==> src/rtl/iopmp_chk_seq_pkg.sv <==
// Shared types and encodings for the sequential IOPMP access checker.
package iopmp_chk_seq_pkg;

  localparam int unsigned ADDR_W    = 32;
  localparam int unsigned PMPADDR_W = 30;
  localparam int unsigned CFG_W     = 8;

  localparam int unsigned CFG_R    = 0;
  localparam int unsigned CFG_W_B  = 1;
  localparam int unsigned CFG_X    = 2;
  localparam int unsigned CFG_A_LO = 3;
  localparam int unsigned CFG_A_HI = 4;
  localparam int unsigned CFG_L    = 7;

  typedef enum logic [1:0] {
    ST_IDLE = 2'd0,
    ST_SCAN = 2'd1,
    ST_RESP = 2'd2
  } state_t;

  typedef enum logic [1:0] {
    REQ_NONE  = 2'b00,
    REQ_READ  = 2'b01,
    REQ_WRITE = 2'b10,
    REQ_EXEC  = 2'b11
  } req_type_t;

  typedef enum logic [1:0] {
    A_OFF   = 2'b00,
    A_TOR   = 2'b01,
    A_NA4   = 2'b10,
    A_NAPOT = 2'b11
  } amode_t;

  // Field order mirrors the cfg byte: L[7] rsvd[6:5] A[4:3] X[2] W[1] R[0].
  typedef struct packed {
    logic       l;
    logic [1:0] rsvd;
    amode_t     a;
    logic       x;
    logic       w;
    logic       r;
  } pmpcfg_t;

  // Permission bit chosen by access type; type 00 is never permitted on a hit.
  function automatic logic perm_sel(input pmpcfg_t c, input req_type_t t);
    case (t)
      REQ_READ:  return c.r;
      REQ_WRITE: return c.w;
      REQ_EXEC:  return c.x;
      default:   return 1'b0;
    endcase
  endfunction

endpackage

==> src/rtl/iopmp_entry_cmp.sv <==
// Single-entry address comparator: match for one entry plus addr >= base for the next TOR bottom.
module iopmp_entry_cmp
  import iopmp_chk_seq_pkg::*;
(
  input  logic [ADDR_W-1:0]    addr,
  input  logic [PMPADDR_W-1:0] pmpaddr,
  input  amode_t               mode,
  input  logic                 bottom_flag,
  output logic                 hit,
  output logic                 addr_ge
);

  logic                 borrow;
  logic [ADDR_W-1:0]    unused_diff;
  logic [PMPADDR_W-1:0] napot_mask;
  logic                 run;

  // 33-bit subtract; the borrow out is the unsigned less-than.
  assign {borrow, unused_diff} = {1'b0, addr} - {1'b0, pmpaddr, 2'b00};
  assign addr_ge = ~borrow;

  // Clear mask bits up to and including the first zero of pmpaddr (all ones clears everything).
  always_comb begin
    napot_mask = '1;
    run        = 1'b1;
    for (int unsigned i = 0; i < PMPADDR_W; i++) begin
      if (run) napot_mask[i] = 1'b0;
      run = run & pmpaddr[i];
    end
  end

  always_comb begin
    hit = 1'b0;
    case (mode)
      A_TOR:   hit = bottom_flag & borrow;
      A_NA4:   hit = (addr[ADDR_W-1:2] == pmpaddr);
      A_NAPOT: hit = (((addr[ADDR_W-1:2] ^ pmpaddr) & napot_mask) == '0);
      default: hit = 1'b0;
    endcase
  end

endmodule

==> src/rtl/iopmp_chk_seq.sv <==
// Sequential IOPMP checker: scans one entry per cycle, first match wins, result held until consumed.
module iopmp_chk_seq
  import iopmp_chk_seq_pkg::*;
#(
  parameter  int unsigned NUM_ENTRY = 8,
  localparam int unsigned IDX_W     = $clog2(NUM_ENTRY)
) (
  input  logic              cpuclk,
  input  logic              cpurst_b,
  input  logic              cfg_wen,
  input  logic              cfg_sel,
  input  logic [IDX_W-1:0]  cfg_idx,
  input  logic [31:0]       cfg_wdata,
  output logic              cfg_rdy,
  input  logic              req_vld,
  input  logic [31:0]       req_addr,
  input  logic [1:0]        req_type,
  output logic              req_rdy,
  output logic              resp_vld,
  input  logic              resp_rdy,
  output logic              resp_allow,
  output logic              resp_hit,
  output logic [IDX_W-1:0]  resp_idx,
  input  logic              dflt_allow
);

  state_t               state_q, state_d;
  pmpcfg_t              cfg_q     [NUM_ENTRY];
  logic [PMPADDR_W-1:0] pmpaddr_q [NUM_ENTRY];

  logic [ADDR_W-1:0]    addr_q;
  req_type_t            type_q;
  logic                 dflt_q;
  logic [IDX_W-1:0]     scan_idx_q;
  logic                 bottom_q;

  logic                 cmp_hit;
  logic                 cmp_ge;
  logic                 accept;
  logic                 last_entry;
  logic                 scan_end;
  logic [IDX_W-1:0]     nxt_idx;
  logic                 tor_lock;
  logic                 cfg_wr_en;
  logic                 addr_wr_en;
  logic                 unused_bits;

  assign req_rdy    = (state_q == ST_IDLE);
  assign cfg_rdy    = cfg_wen && (state_q == ST_IDLE);
  assign accept     = req_vld && req_rdy;
  assign last_entry = (scan_idx_q == IDX_W'(NUM_ENTRY - 1));
  assign scan_end   = (state_q == ST_SCAN) && (cmp_hit || last_entry);

  iopmp_entry_cmp u_cmp (
    .addr        (addr_q),
    .pmpaddr     (pmpaddr_q[scan_idx_q]),
    .mode        (cfg_q[scan_idx_q].a),
    .bottom_flag (bottom_q),
    .hit         (cmp_hit),
    .addr_ge     (cmp_ge)
  );

  // Lock filtering: a locked entry, or a locked TOR entry above, protects pmpaddr.
  always_comb begin
    nxt_idx    = cfg_idx + IDX_W'(1);
    tor_lock   = (cfg_idx != IDX_W'(NUM_ENTRY - 1)) && cfg_q[nxt_idx].l &&
                 (cfg_q[nxt_idx].a == A_TOR);
    cfg_wr_en  = cfg_rdy && !cfg_sel && !cfg_q[cfg_idx].l;
    addr_wr_en = cfg_rdy && cfg_sel && !cfg_q[cfg_idx].l && !tor_lock;
  end

  always_comb begin
    unused_bits = ^cfg_wdata[31:30];
    for (int unsigned i = 0; i < NUM_ENTRY; i++) unused_bits = unused_bits ^ (^cfg_q[i].rsvd);
  end

  always_ff @(posedge cpuclk or negedge cpurst_b) begin
    if (!cpurst_b) state_q <= ST_IDLE;
    else           state_q <= state_d;
  end

  always_comb begin
    state_d = state_q;
    case (state_q)
      ST_IDLE: if (req_vld)                  state_d = ST_SCAN;
      ST_SCAN: if (cmp_hit || last_entry)    state_d = ST_RESP;
      ST_RESP: if (resp_rdy)                 state_d = ST_IDLE;
      default:                               state_d = ST_IDLE;
    endcase
  end

  always_ff @(posedge cpuclk or negedge cpurst_b) begin
    if (!cpurst_b) begin
      for (int unsigned i = 0; i < NUM_ENTRY; i++) begin
        cfg_q[i]     <= '0;
        pmpaddr_q[i] <= '0;
      end
    end else begin
      if (cfg_wr_en)  cfg_q[cfg_idx]     <= pmpcfg_t'(cfg_wdata[CFG_W-1:0]);
      if (addr_wr_en) pmpaddr_q[cfg_idx] <= cfg_wdata[PMPADDR_W-1:0];
    end
  end

  // Request capture, scan progress and response latch.
  always_ff @(posedge cpuclk or negedge cpurst_b) begin
    if (!cpurst_b) begin
      addr_q     <= '0;
      type_q     <= REQ_NONE;
      dflt_q     <= 1'b0;
      scan_idx_q <= '0;
      bottom_q   <= 1'b1;
      resp_vld   <= 1'b0;
      resp_hit   <= 1'b0;
      resp_idx   <= '0;
      resp_allow <= 1'b0;
    end else begin
      if (accept) begin
        addr_q     <= req_addr;
        type_q     <= req_type_t'(req_type);
        dflt_q     <= dflt_allow;
        scan_idx_q <= '0;
        bottom_q   <= 1'b1;
      end else if (state_q == ST_SCAN) begin
        scan_idx_q <= scan_idx_q + IDX_W'(1);
        bottom_q   <= cmp_ge;
      end

      if (scan_end) begin
        resp_vld   <= 1'b1;
        resp_hit   <= cmp_hit;
        resp_idx   <= cmp_hit ? scan_idx_q : '0;
        resp_allow <= cmp_hit ? perm_sel(cfg_q[scan_idx_q], type_q) : dflt_q;
      end else if (resp_vld && resp_rdy) begin
        resp_vld   <= 1'b0;
      end
    end
  end

endmodule

==> config.mk <==
export PLATFORM = sky130hd
export DESIGN_NAME = iopmp_chk_seq
export DESIGN_NICKNAME = d
export VERILOG_FILES = /design/src/rtl/iopmp_chk_seq_pkg.sv /design/src/rtl/iopmp_entry_cmp.sv /design/src/rtl/iopmp_chk_seq.sv
export SDC_FILE = /design/constraint.sdc
export NUM_CORES = 1
export LEC_CHECK = 0
export BUFFER_PORTS_ARGS = -buffer_cell sky130_fd_sc_hd__clkbuf_2
export CAP_MARGIN = 20
export CELL_PAD_IN_SITES_DETAIL_PLACEMENT = 1
export CELL_PAD_IN_SITES_GLOBAL_PLACEMENT = 2
export CORE_UTILIZATION = 45
export DETAILED_ROUTE_END_ITERATION = 10
export GPL_TIMING_DRIVEN = 1
export PLACE_DENSITY = 0.9
export SYNTH_ARGS = -nofsm -noshare
export SYNTH_HDL_FRONTEND = slang
export SYNTH_SLANG_ARGS = --single-unit
==> constraint.sdc <==
create_clock -name cpuclk -period 5.4 [get_ports cpuclk]
set_clock_uncertainty 0.1 [all_clocks]
set_input_delay 1.08 -clock cpuclk [delete_from_list [all_inputs] [get_ports cpuclk]]
set_output_delay 1.08 -clock cpuclk [all_outputs]
set_load 0.01 [all_outputs]
# [After elaboration in Yosys (flattened, before gate mapping)]
# Index checks and enable logic that the tools add are counted.
[totals] wordCells=205 register_bits=351 out_inout_bits=8 input_bits=76
[op_classes] n_lt_le_gt_ge=4 eq_ne=15 bitwise=35 n_reduce_logical=21 muxes=61 n_addsub=3
[ops] cell="bitwise mux 240 bit" count=1
[ops] cell="binary-select mux 30 bit (select 3 bit)" count=1
[ops] cell="demux 30 bit (select 3 bit)" count=1
[ops] cell="two-way mux 30 bit" count=3
[ops] cell="binary-select mux 8 bit (select 3 bit)" count=3
[ops] cell="bitwise mux 64 bit" count=1
[ops] cell="two-way mux 8 bit" count=5
[ops] cell="two-way mux 1 bit" count=34
[ops] cell="subtractor 32 x 32 -> 33 bit" count=1
[ops] cell="AND 30 bit" count=1
[ops] cell="equality test 30 bit" count=1
[ops] cell="logical NOT 30 bit" count=1
[ops] cell="bitwise XOR 30 bit" count=1
[ops] cell="AND 1 bit" count=29
[ops] cell="demux 8 bit (select 3 bit)" count=1
[ops] cell="greater-or-equal comparator 4 bit (second input constant)" count=3
[ops] cell="logical AND 1 bit" count=12
[ops] cell="NOT 3 -> 4 bit" count=3
[ops] cell="equality test 2 bit (second input constant)" count=5
[ops] cell="two-way mux 5 bit" count=2
[ops] cell="two-way mux 3 bit" count=3
[ops] cell="equality test 2 x 1 -> 1 bit (second input constant)" count=4
[ops] cell="adder 3 x 1 -> 3 bit (second input constant)" count=2
[ops] cell="two-way mux 2 bit" count=3
[ops] cell="12 further kinds" count=18

# [Logic depth before layout (Yosys ltp)]
# Gate-level depths: netlist (run 1).
[depth] depth_word=39 depth_mapped=20 mapped_depth_nobuf=15

# [By module]
# From an unflattened synthesis (run 1), not the netlist that was laid out.
[unflattened] cells_unflattened=1156 hier_area_um2=16106.7
[modules_own_cells] mod="iopmp_chk_seq" n_inst=1 area_per_inst_um2=14919.3 seq_area_each_um2=8384.3 cells_each=992
[modules_own_cells] mod="iopmp_entry_cmp" n_inst=1 area_per_inst_um2=1187.4 seq_area_each_um2=0.0 cells_each=164

# [Least setup slack after synthesis (run 1)]
# OpenSTA, ideal clock, no wires.
[synth_path] path_type="reg-to-reg" from="reg scan_idx_q[0]" to="reg resp_allow" required_time_ns=5.169 path_slack_ns=0.852 n_path_buf=6 stages_incl_launch_ff=20 t_arrival_ns=4.316 cell_sequence="dfrtp_1 > buf_4 > buf_12 > buf_12 > buf_8 > buf_4 > buf_2 > mux4_2 > mux2i_1 > ha_1 > nand3_1 > nor3_1 > or3b_2 > o32a_1 > a31oi_1 > nor3_1 > nand4_1 > o21ai_2 > and3_1 > or3_1"
[synth_via] elab_chain_len=38
[synth_rtl] element="start: declaration" line_no="iopmp_chk_seq.sv:34" rtl="logic [IDX_W-1:0] scan_idx_q;"
[synth_rtl] element="start signal: assignment" line_no="iopmp_chk_seq.sv:124" rtl="scan_idx_q <= scan_idx_q + IDX_W'(1);"
[synth_rtl] element="NOT 3 -> 4 bit (not written as such)" line_no="iopmp_chk_seq.sv:56, iopmp_chk_seq.sv:57, iopmp_chk_seq.sv:132"
[synth_rtl] element="binary-select mux 30 bit (select 3 bit)" line_no="iopmp_chk_seq.sv:56" rtl=".pmpaddr (pmpaddr_q[scan_idx_q]),"
[synth_rtl] element="two-way mux 30 bit (not written as such) (2 in series)" line_no="iopmp_chk_seq.sv:56"
[synth_rtl] element="AND 1 bit (28 in series)" line_no="iopmp_entry_cmp.sv:28" rtl="run = run & pmpaddr[i];"
[synth_rtl] element="two-way mux 1 bit" line_no="iopmp_entry_cmp.sv:27" rtl="if (run) napot_mask[i] = 1'b0;"
[synth_rtl] element="AND 30 bit" line_no="iopmp_entry_cmp.sv:37" rtl="A_NAPOT: hit = (((addr[ADDR_W-1:2] ^ pmpaddr) & napot_mask) == '0);"
[synth_rtl] element="logical NOT 30 bit" line_no="iopmp_entry_cmp.sv:37"
[synth_rtl] element="one-hot mux 1 bit (3 select lines)" line_no="iopmp_entry_cmp.sv:34" rtl="case (mode)"
[synth_rtl] element="logical OR 1 bit" line_no="iopmp_chk_seq.sv:52" rtl="assign scan_end = (state_q == ST_SCAN) && (cmp_hit || last_entry);"
[synth_rtl] element="logical AND 1 bit" line_no="iopmp_chk_seq.sv:52"
[synth_rtl] element="end signal: assignment" line_no="iopmp_chk_seq.sv:132" rtl="resp_allow <= cmp_hit ? perm_sel(cfg_q[scan_idx_q], type_q) : dflt_q;"
[synth_rtl] element="end: declaration" line_no="iopmp_chk_seq.sv:21" rtl="output logic resp_allow,"
# Parallel ways exist; a longest one is shown, timed or not. The select of a mux whose other input is x is not followed.
# A chain may end at the register's enable or synchronous reset.

# [Final worst setup path (run 1)]
# Ends and elaborated chain as after synthesis.

==> impl_metrics.toml, run 1 <==
[layout]
multiInputGateArea_mm2 = 0.00735
fin_area_mm2 = 0.0182
nFillCells = 3392
drive_gt1_share_pct = 47.2
area_growth_pct = 13.3
layout.area.seq_mm2 = 0.00834
finalNetCount = 1298

[cts]
cts_buffer_depth = 3
cts_tree = "yes"
clock-root-buffer = "clkbuf_16"
cts_max_level = 2
clock_latency_ns = 0.53
clk_pin_slew_worst_paths_ns = 0.06
post_cts.repair.setup_buffers = 0
cts_sinks = 333
cts_resized = 0
hold_buffers = 0
cts_buffers = 37

[timing]
drv_slew = 0
finalSetupTns_ns = 0
worst_pin_slew_ns = 0.989
whs_ns = 0.381
setup_viol = 0
clock.fmax_mhz = 205
hold_violations = 0
setup_ws_ns = 0.516
fin_crit_ns = 4.88
fin_crit_sh_pct = 90.4
grt_setup_unrepaired = "no"
max_slew_margin_pct = 34.1

[grt]
grt_max_degree = 117
grt_pass1_vias = 10900
gr-total-overflow = 0
grt_first_pass_wirelength_um = 64400
grt_usage_pct = 23.1
grt_antenna_before_repair = 2

[floorplan]
core_mm2 = 0.0349
die_w_um = 191
chipHeight_um = 191
std_cell_rows = 68
die-area_mm2 = 0.0365
ios = 84
initial_utilization_pct = 46.2

[routing]
drc_errors = 0
routedWlPerCell_um = 24.1
initialDrtViolationCount = 526
vias = 9717
drtAntennaViolNets = 0
wirelength_um = 40400
firstDrtPassIters = 4
drt-vias-per-instance = 5.81

[worst_setup_path]
worstReg2RegStart = "scan_idx_q[0]$_DFFE_PN0P_"
reg2reg_depth = 15
crit_required_ns = 5.69
crit_type = "flip-flop to flip-flop"
rrSetupSlack_ns = 0.52
path_cells = "buf_4 -> mux2_2 -> mux4_2 -> inv_1 -> ha_1 -> nand4_1 -> nor3_1 -> or3b_2 -> nor4_1 -> nor2_1 -> nor3_1 -> nand4_1 -> o21ai_2 -> o21ai_0 -> or3_1"
worstSetupStartpointType = "flip-flop"
slowest_delay_ns = 0.65
cp.arrival_ns = 5.18
worst-path-buf-inv = 2
rr_endpoint = "resp_allow$_DFFE_PN0P_"
crit_cells = 15
crit_slowest_cell = "dfrtp_4"
critPathTopFamily = "simple AND/OR/NAND/NOR gates"
crit_fanout = 24
worst_setup_path_end_kind = "flip-flop"

[yosys]
async_flop_share_pct = 100
synthesis.nets = 1217
synth_area_mm2 = 0.0161
synth_edf_count = 0
yosysUniqueCellTypes = 61
synth-seq-cells = 333
synth_cells = 1107
synth_area_per_cell_um2 = 14.5
ys_warn_count = 0
synth_flop_cell = "dfrtp_1"
ys_seq_area_share_pct = 51.8

[pwr]
power_density_mw_per_mm2 = 540
p_comb_share_pct = 35.5
p_sw_w = 0.00328
swShare_pct = 33.4
clock_power_share_pct = 25.5
seqPwrFrac_pct = 39.0
internal_power_w = 0.00656
ir_drop_uv = 323
p_leak_nw = 8.46

[place]
io_buffers = 79
dp_slack_ns = 0.549
dp_hpwl_um = 26700
placed_area_mm2 = 0.0170
place_congestion = 0.841

[status]
status = "complete, no violations"

[worst_hold_path]
hp-start = "resp_hit$_DFFE_PN0P_"
min_to = "resp_hit$_DFFE_PN0P_"
hold_path_class = "flip-flop to flip-flop"
hold_depth = 2

[run]
maxCapViolations = 0
## per-stage QoR
| stage | util (%) | total power (W) | std cells |
|---|---|---|---|
| 2_1_floorplan | - | 0.00632 | 1107 |
| 3_3_place_gp | 48.8 | 0.00715 | 1604 |
| 3_5_place_dp | 48.8 | 0.00736 | 1604 |
| 4_1_cts | 52.3 | 0.00993 | 1671 |
| 5_1_grt | 52.3 | 0.0104 | 1671 |
| 6_report | 52.3 | 0.00984 | 1672 |
## tightest hold or removal path, stage by stage, from the launching register on
cell     delay (ns)
dfrtp_1        0.34
nand2_1        0.05
nand2_1        0.06
## cells by family (layout without fill, tap and decap cells)
| family | after synthesis | count (layout) | share of synthesized area (%) |
|---|---|---|---|
| flip-flops | 333 | 333 | 51.8 |
| buffers and inverters | 84 | 193 | 2.81 |
| AND/OR/NAND/NOR | 150 | 150 | 5.12 |
| multiplexers | 426 | 426 | 34.1 |
| other | 0 | 1 | 0 |
| AO/OA/AOI/OAI | 80 | 80 | 3.60 |
| adder cells (fa/ha/maj) | 34 | 34 | 2.64 |
## cell usage in the layout, fill, tap and decap left out, types with 3 or more instances in the layout
master     synthesis  final
nand2b_1           7      7
inv_1             23     23
o21ai_0           10     10
nand3_1           10     10
clkbuf_16          0     37
nor2b_1            9      7
mux2i_1           23     23
nor4_1             4      4
and2_2             0      3
mux2_1            10     10
and3_1             7      6
o21bai_1           6      6
nor2_1            24     22
a31oi_1           10     10
mux4_2            61     61
or3_1              3      3
clkbuf_8           0     10
ha_1              34     34
buf_12             2      6
o31ai_1            4      4
mux2_2           330    330
nand4_1            9      9
clkinv_2           0      3
a21oi_1           13     13
clkbuf_2           0     78
nand4b_1           4      4
buf_4              6     18
nand3b_1           3      3
nor3b_1            4      4
a21o_1             9      9
and2_1             6      3
a2111oi_0          3      3
dfrtp_1          332    329
nor3_1             8      7
nand2_1           43     43
o211ai_1           5      5
clkbuf_1          19      8
## synth_stat cells, drive strengths merged (10+ instances only)
master | instances | share of area [%]
a21oi | 13 | 0.40
a31oi | 10 | 0.39
buf | 42 | 1.8
clkbuf | 19 | 0.44
dfrtp | 332 | 52
ha | 34 | 2.6
inv | 23 | 0.54
mux2 | 340 | 24
mux2i | 23 | 1.4
mux4 | 63 | 8.9
nand2 | 43 | 1.0
nand3 | 11 | 0.42
nor2 | 24 | 0.56
o21ai | 11 | 0.37
## state kept, by name, indices dropped and copies added (netlist names)
name	flops
addr_q	30
bottom_q	1
cfg_q	48
dflt_q	1
pmpaddr_q	240
resp_allow	1
resp_hit	1
resp_idx	3
resp_vld	1
scan_idx_q	3
state_q	2
type_q	2
## power groups by stage
stage                     combinational (W)  sequential, W  clock (W)
after floorplan                     0.00271        0.00361          0
after global placement              0.00335        0.00380          0
after detailed placement            0.00349        0.00387          0
after CTS                           0.00353        0.00384    0.00256
after global routing                0.00383        0.00395    0.00265
final                               0.00350        0.00384    0.00250
## worst max-delay path by stage
stage                         startpoint                     end  slack (ns)
2_1_floorplan  scan_idx_q[0]$_DFFE_PN0P_  resp_allow$_DFFE_PN0P_        0.85
3_3_place_gp   scan_idx_q[0]$_DFFE_PN0P_  resp_allow$_DFFE_PN0P_        0.58
3_5_place_dp   scan_idx_q[0]$_DFFE_PN0P_  resp_allow$_DFFE_PN0P_        0.55
4_1_cts        scan_idx_q[0]$_DFFE_PN0P_  resp_allow$_DFFE_PN0P_        0.50
5_1_grt        scan_idx_q[0]$_DFFE_PN0P_  resp_allow$_DFFE_PN0P_        0.24
6_report       scan_idx_q[0]$_DFFE_PN0P_  resp_allow$_DFFE_PN0P_        0.52
## per-layer routing
layer,wire length [um],GRT usage (%)
met5,10,0
met3,1400,3.41
met4,614,4.95
met2,20100,38.9
met1,18300,31.7
## final cells by class
cell class	instances	area share, %
Antenna cell	1	0.0137
Clock buffer	55	6.00
Clock inverter	12	0.720
Inverter	23	0.473
Multi-Input combinational cell	690	40.3
Sequential cell	333	45.7
Tap cell	455	3.12
Timing Repair Buffer	103	3.62
Power figures use the tool's default switching activity.
==> inputs of run 2 (changes only) <==
- CORE_ASPECT_RATIO: default -> 1.4
- REMOVE_ABC_BUFFERS: default -> 1
==> impl_metrics.toml, run 2 (synthesis gave the netlist of run 1 again) <==
[worst_setup_path]
crit_slowest_cell = "dfrtp_2"
worst-path-buf-inv = 1
cpMostUsedCell = "or3_1"
crit_required_ns = 5.69
worst_setup_path_end_kind = "flip-flop"
crit_type = "flip-flop to flip-flop"
worstSetupStartpointType = "flip-flop"
slowest_delay_ns = 0.85
rrSetupSlack_ns = 0.51
worstReg2RegStart = "scan_idx_q[1]$_DFFE_PN0P_"
crit_cells = 14
crit_start = "scan_idx_q[1]$_DFFE_PN0P_"
critPathTopFamily = "simple AND/OR/NAND/NOR gates"
crit_fanout = 31
rr_endpoint = "resp_allow$_DFFE_PN0P_"
reg2reg_depth = 14
endpoint = "resp_allow$_DFFE_PN0P_"
path_cells = "buf_12 -> mux4_2 -> mux2i_1 -> ha_1 -> nand3_1 -> or3_1 -> or3b_2 -> nor4_1 -> nor2_1 -> nor3_1 -> nand4_1 -> o21ai_2 -> nor3b_1 -> or3_1"
cp.arrival_ns = 5.19

[layout]
drive_gt1_share_pct = 47.4
area_growth_pct = 13.5
most-common-layout-cells = "330 x mux2_2, 329 x dfrtp_1, 78 x clkbuf_2"
largest_reg_flops = 240
multiInputGateArea_mm2 = 0.00735
layout.area.seq_mm2 = 0.00834
finalNetCount = 1298
nFillCells = 3433
n_antenna_cell = 0
reg_top3 = "pmpaddr_q: 240 flops, cfg_q: 48 flops, addr_q: 30 flops"
final_common_cell = "mux2_2"
largest_register = "pmpaddr_q"

[cts]
cts_max_level = 2
hold_buffers = 0
cts_buffers = 35
cts_tree = "yes"
clock-root-buffer = "clkbuf_16"
cts_buffer_depth = 3
clk_pin_slew_worst_paths_ns = 0.07
cts_resized = 0
cts_sinks = 333
clock_latency_ns = 0.52
post_cts.repair.setup_buffers = 0

[timing]
setup_viol = 0
clock.fmax_mhz = 204
fin_crit_sh_pct = 90.6
max_slew_margin_pct = 27.7
drv_slew = 0
grt_setup_unrepaired = "no"
worst_pin_slew_ns = 1.08
hold_violations = 0
fin_crit_ns = 4.89
finalSetupTns_ns = 0

[grt]
grt_pass1_vias = 11300
gr-total-overflow = 0
grt_first_pass_wirelength_um = 67000
grt_usage_pct = 24.1
grt_antenna_before_repair = 0
grt_max_degree = 138

[floorplan]
initial_utilization_pct = 45.9
die-area_mm2 = 0.0366
std_cell_rows = 81
chipHeight_um = 226
ios = 84
core_mm2 = 0.0351
die_w_um = 162

[routing]
wirelength_um = 41700
drtAntennaViolNets = 0
vias = 9849
routedWlPerCell_um = 25.0
firstDrtPassIters = 4
drt-vias-per-instance = 5.90
initialDrtViolationCount = 486
drc_errors = 0

[pwr]
p_leak_nw = 8.49
total_power_w = 0.00995
seqPwrFrac_pct = 39.2
p_comb_share_pct = 34.6
power_density_mw_per_mm2 = 545
ir_drop_uv = 268
swShare_pct = 32.9
p_sw_w = 0.00327
internal_power_w = 0.00668
clock_power_share_pct = 26.2

[place]
place_congestion = 0.862
io_buffers = 79
dp_hpwl_um = 26800

[run]
maxCapViolations = 0

[worst_hold_path]
hold_path_class = "flip-flop to flip-flop"

[status]
status = "complete, no violations"
run 2: cell types whose count changed in the layout (fill, tap and decap cells not counted), sizes merged:
cell / change
buf: +2
bufinv: +4
clkbuf: -6
diode: -1
inv: -2
run 2: cell type report:
type | instances | area share, %
Sequential cell | 333 | 45.7
Multi-Input combinational cell | 690 | 40.3
Clock buffer | 49 | 5.70
Timing Repair Buffer | 105 | 3.70
Tap cell | 456 | 3.12
Clock inverter | 14 | 1.10
Inverter | 23 | 0.473
run 2: per-stage QoR:
stage,utilization (%),setup WS [ns],hold slack (ns),instance area [um^2],instances
2_1_floorplan,-,-0.534,0.349,15700,1046
3_3_place_gp,48.6,0.528,0.359,17000,1607
3_5_place_dp,48.6,0.555,0.371,17000,1607
4_1_cts,52.1,0.515,0.389,18300,1670
5_1_grt,52.1,0.228,0.410,18300,1670
6_report,52.1,0.508,0.380,18300,1670
run 2: power groups by stage:
stage          combinational [W]  sequential, W  clock [W]
6_report                 0.00344        0.00390    0.00261
3_5_place_dp             0.00340        0.00393          0
4_1_cts                  0.00347        0.00390    0.00265
5_1_grt                  0.00375        0.00400    0.00275
2_1_floorplan            0.00241        0.00379          0
3_3_place_gp             0.00329        0.00384          0
run 2: how the worst min path moves through the flow:
| stage | cells after the start | end | slack [ns] | from |
|---|---|---|---|---|
| after detailed placement | 2 | resp_hit$_DFFE_PN0P_ | 0.37 | resp_hit$_DFFE_PN0P_ |
| after CTS | 2 | resp_hit$_DFFE_PN0P_ | 0.39 | resp_hit$_DFFE_PN0P_ |
| final | 2 | resp_hit$_DFFE_PN0P_ | 0.38 | resp_hit$_DFFE_PN0P_ |
| after floorplan | 1 | cfg_q[23]$_DFFE_PN0P_ | 0.35 | cfg_q[23]$_DFFE_PN0P_ |
| after global placement | 1 | pmpaddr_q[0]$_DFFE_PN0P_ | 0.36 | pmpaddr_q[0]$_DFFE_PN0P_ |
| after global routing | 1 | pmpaddr_q[209]$_DFFE_PN0P_ | 0.41 | pmpaddr_q[209]$_DFFE_PN0P_ |
run 2: worst register-to-register path, stage by stage, from the launching register on:
cell     delay [ns]
dfrtp_2        0.85
buf_12         0.34
mux4_2         0.36
mux2i_1        0.32
ha_1           0.23
nand3_1        0.11
or3_1          0.41
or3b_2         0.47
nor4_1         0.36
nor2_1         0.10
nor3_1         0.18
nand4_1        0.22
o21ai_2        0.29
nor3b_1        0.08
or3_1          0.35
run 2: metal layers:
metal | global-route usage [%] | part of all wire [%]
met2 | 42.9 | 54
met1 | 30.1 | 41
met4 | 8.46 | 2.8
met5 | 0 | 0
met3 | 2.81 | 2.9
==> inputs of run 3 (changes only) <==
--- a/config.mk
+++ b/config.mk
@@ -11,4 +11,5 @@
 export CELL_PAD_IN_SITES_GLOBAL_PLACEMENT = 2
 export CORE_ASPECT_RATIO = 1.4
+export CORE_MARGIN = 8
 export CORE_UTILIZATION = 45
 export DETAILED_ROUTE_END_ITERATION = 10
==> constraint.sdc (replaced) <==
create_clock -name cpuclk -period 5.4 [get_ports cpuclk]
set_clock_uncertainty 0.1 [all_clocks]
set_input_delay 1.62 -clock cpuclk [delete_from_list [all_inputs] [get_ports cpuclk]]
set_output_delay 1.62 -clock cpuclk [all_outputs]
set_load 0.01 [all_outputs]
==> impl_metrics.toml, run 3 (synthesis gave the netlist of run 1 again) <==
[floorplan]
ios = 84
die_w_um = 176
die-area_mm2 = 0.0422
initial_utilization_pct = 45.4
core_mm2 = 0.0355
std_cell_rows = 82
chipHeight_um = 240

[layout]
most-common-layout-cells = "330 x mux2_2, 329 x dfrtp_1, 78 x clkbuf_2"
reg_top3 = "pmpaddr_q: 240 flops, cfg_q: 48 flops, addr_q: 30 flops"
area_growth_pct = 12.9
nFillCells = 3582
largest_register = "pmpaddr_q"
final_common_cell = "mux2_2"
fin_area_mm2 = 0.0182
finalNetCount = 1295
instances_no_fill = 1670
drive_gt1_share_pct = 46.7
largest_reg_flops = 240
layout.area.seq_mm2 = 0.00834
multiInputGateArea_mm2 = 0.00735

[timing]
worst_pin_slew_ns = 1.08
hold_violations = 0
grt_setup_unrepaired = "no"
setup_viol = 0
clock.fmax_mhz = 202
fin_crit_ns = 4.96
fin_crit_sh_pct = 91.9
whs_ns = 0.374
max_slew_margin_pct = 28.1
drv_slew = 0

[cts]
clock-root-buffer = "clkbuf_16"
hold_buffers = 0
cts_tree = "yes"
cts_buffers = 35
clock_latency_ns = 0.54
post_cts.repair.setup_buffers = 0
cts_sinks = 333
cts_buffer_depth = 3
clk_pin_slew_worst_paths_ns = 0.06
cts_max_level = 2
cts_resized = 0

[grt]
grt_use_met3_pct = 2.97
grt_pass1_vias = 11300
grt_usage_pct = 20.2
grt_first_pass_wirelength_um = 66200
grt_antenna_before_repair = 0
grt-busiest-layer = "met2"
grt_max_degree = 131
grtUsageMet1_pct = 24.6
gr-total-overflow = 0
grt_use_met2_pct = 35.5

[worst_setup_path]
crit_required_ns = 5.67
worstSetupStartpointType = "flip-flop"
worst_setup_path_end_kind = "flip-flop"
crit_fanout = 26
worstReg2RegStart = "scan_idx_q[0]$_DFFE_PN0P_"
crit_type = "flip-flop to flip-flop"
reg2reg_depth = 14
crit_start = "scan_idx_q[0]$_DFFE_PN0P_"
cp.arrival_ns = 5.23

[place]
io_buffers = 79
place_congestion = 0.835
dp_hpwl_um = 26700
dpl.cell_count = 1610
placed_area_mm2 = 0.0171

[routing]
drc_errors = 0
drtAntennaViolNets = 0
wirelength_um = 41100
vias = 9743
firstDrtPassIters = 4
drt-vias-per-instance = 5.83
initialDrtViolationCount = 523
routedWlPerCell_um = 24.6

[worst_hold_path]
hold_path_class = "flip-flop to flip-flop"
hold_depth = 2
hp-start = "resp_hit$_DFFE_PN0P_"

[pwr]
p_leak_nw = 8.42
ir_drop_uv = 287
power_density_mw_per_mm2 = 533

[status]
status = "complete, no violations"

[run]
maxCapViolations = 0
==> run 3: changes by cell type in the layout (fill, tap and decap cells not counted), sizes merged <==
cell and delta:
clkinv +2, clkbuf -2, buf -3, bufinv -3, clkinvlp -1, diode +1
==> run 3: critical path, cell delays in order, from the launching register on <==
cell,delay [ns]
dfrtp_4,0.78
inv_1,0.49
mux2_2,0.42
inv_1,0.06
ha_1,0.33
nand3_1,0.13
or3_1,0.41
or3b_2,0.48
nor4_1,0.38
nor2_1,0.11
nor3_1,0.18
nand4_1,0.19
o21ai_2,0.31
nand2_1,0.23
mux2i_1,0.19
==> run 3: where the power goes <==
group | total (W) | internal [W] | switching (W)
logic | 0.00341 | 0.00180 | 0.00161
clock network | 0.00235 | 0.00135 | 0.000997
registers | 0.00393 | 0.00330 | 0.000632
total | 0.00968 | 0.00644 | 0.00324
==> run 3: area by class of cell <==
cell class / count / share of cell area (%)
sequential: 333 / 45.9
antenna: 1 / 0.0138
timing repair buffer: 102 / 4.01
multi-input combinational: 690 / 40.5
tap: 462 / 3.18
inverter: 23 / 0.475
clock inverter: 12 / 0.709
clock buffer: 47 / 5.29
==> run 3: stage by stage <==
step	worst slack (ns)	utilization [%]	total power, W	setup TNS [ns]
6_report	0.439	51.2	0.00968	0
3_3_place_gp	0.617	48.1	0.00715	0
3_5_place_dp	0.528	48.1	0.00734	0
5_1_grt	0.174	51.2	0.0102	0
2_1_floorplan	-0.534	-	0.00620	-13.29
4_1_cts	0.439	51.2	0.00978	0
==> run 3: final timing paths <==
check,endpoint,slack (ns)
max,resp_idx[2]$_DFFE_PN0P_,0.44
min,resp_hit$_DFFE_PN0P_,0.37
max reg2reg,resp_idx[2]$_DFFE_PN0P_,0.44
min reg2reg,resp_hit$_DFFE_PN0P_,0.37
max in group asynchronous,pmpaddr_q[56]$_DFFE_PN0P_,3.12
min in group asynchronous,pmpaddr_q[41]$_DFFE_PN0P_,0.86
==> run 3: metal layers <==
layer  up-vias  routed length, um
li1       4280                  -
met1      5182              16600
met2       200              21700
met3        81               1600
met4         0               1270
met5         -                  0
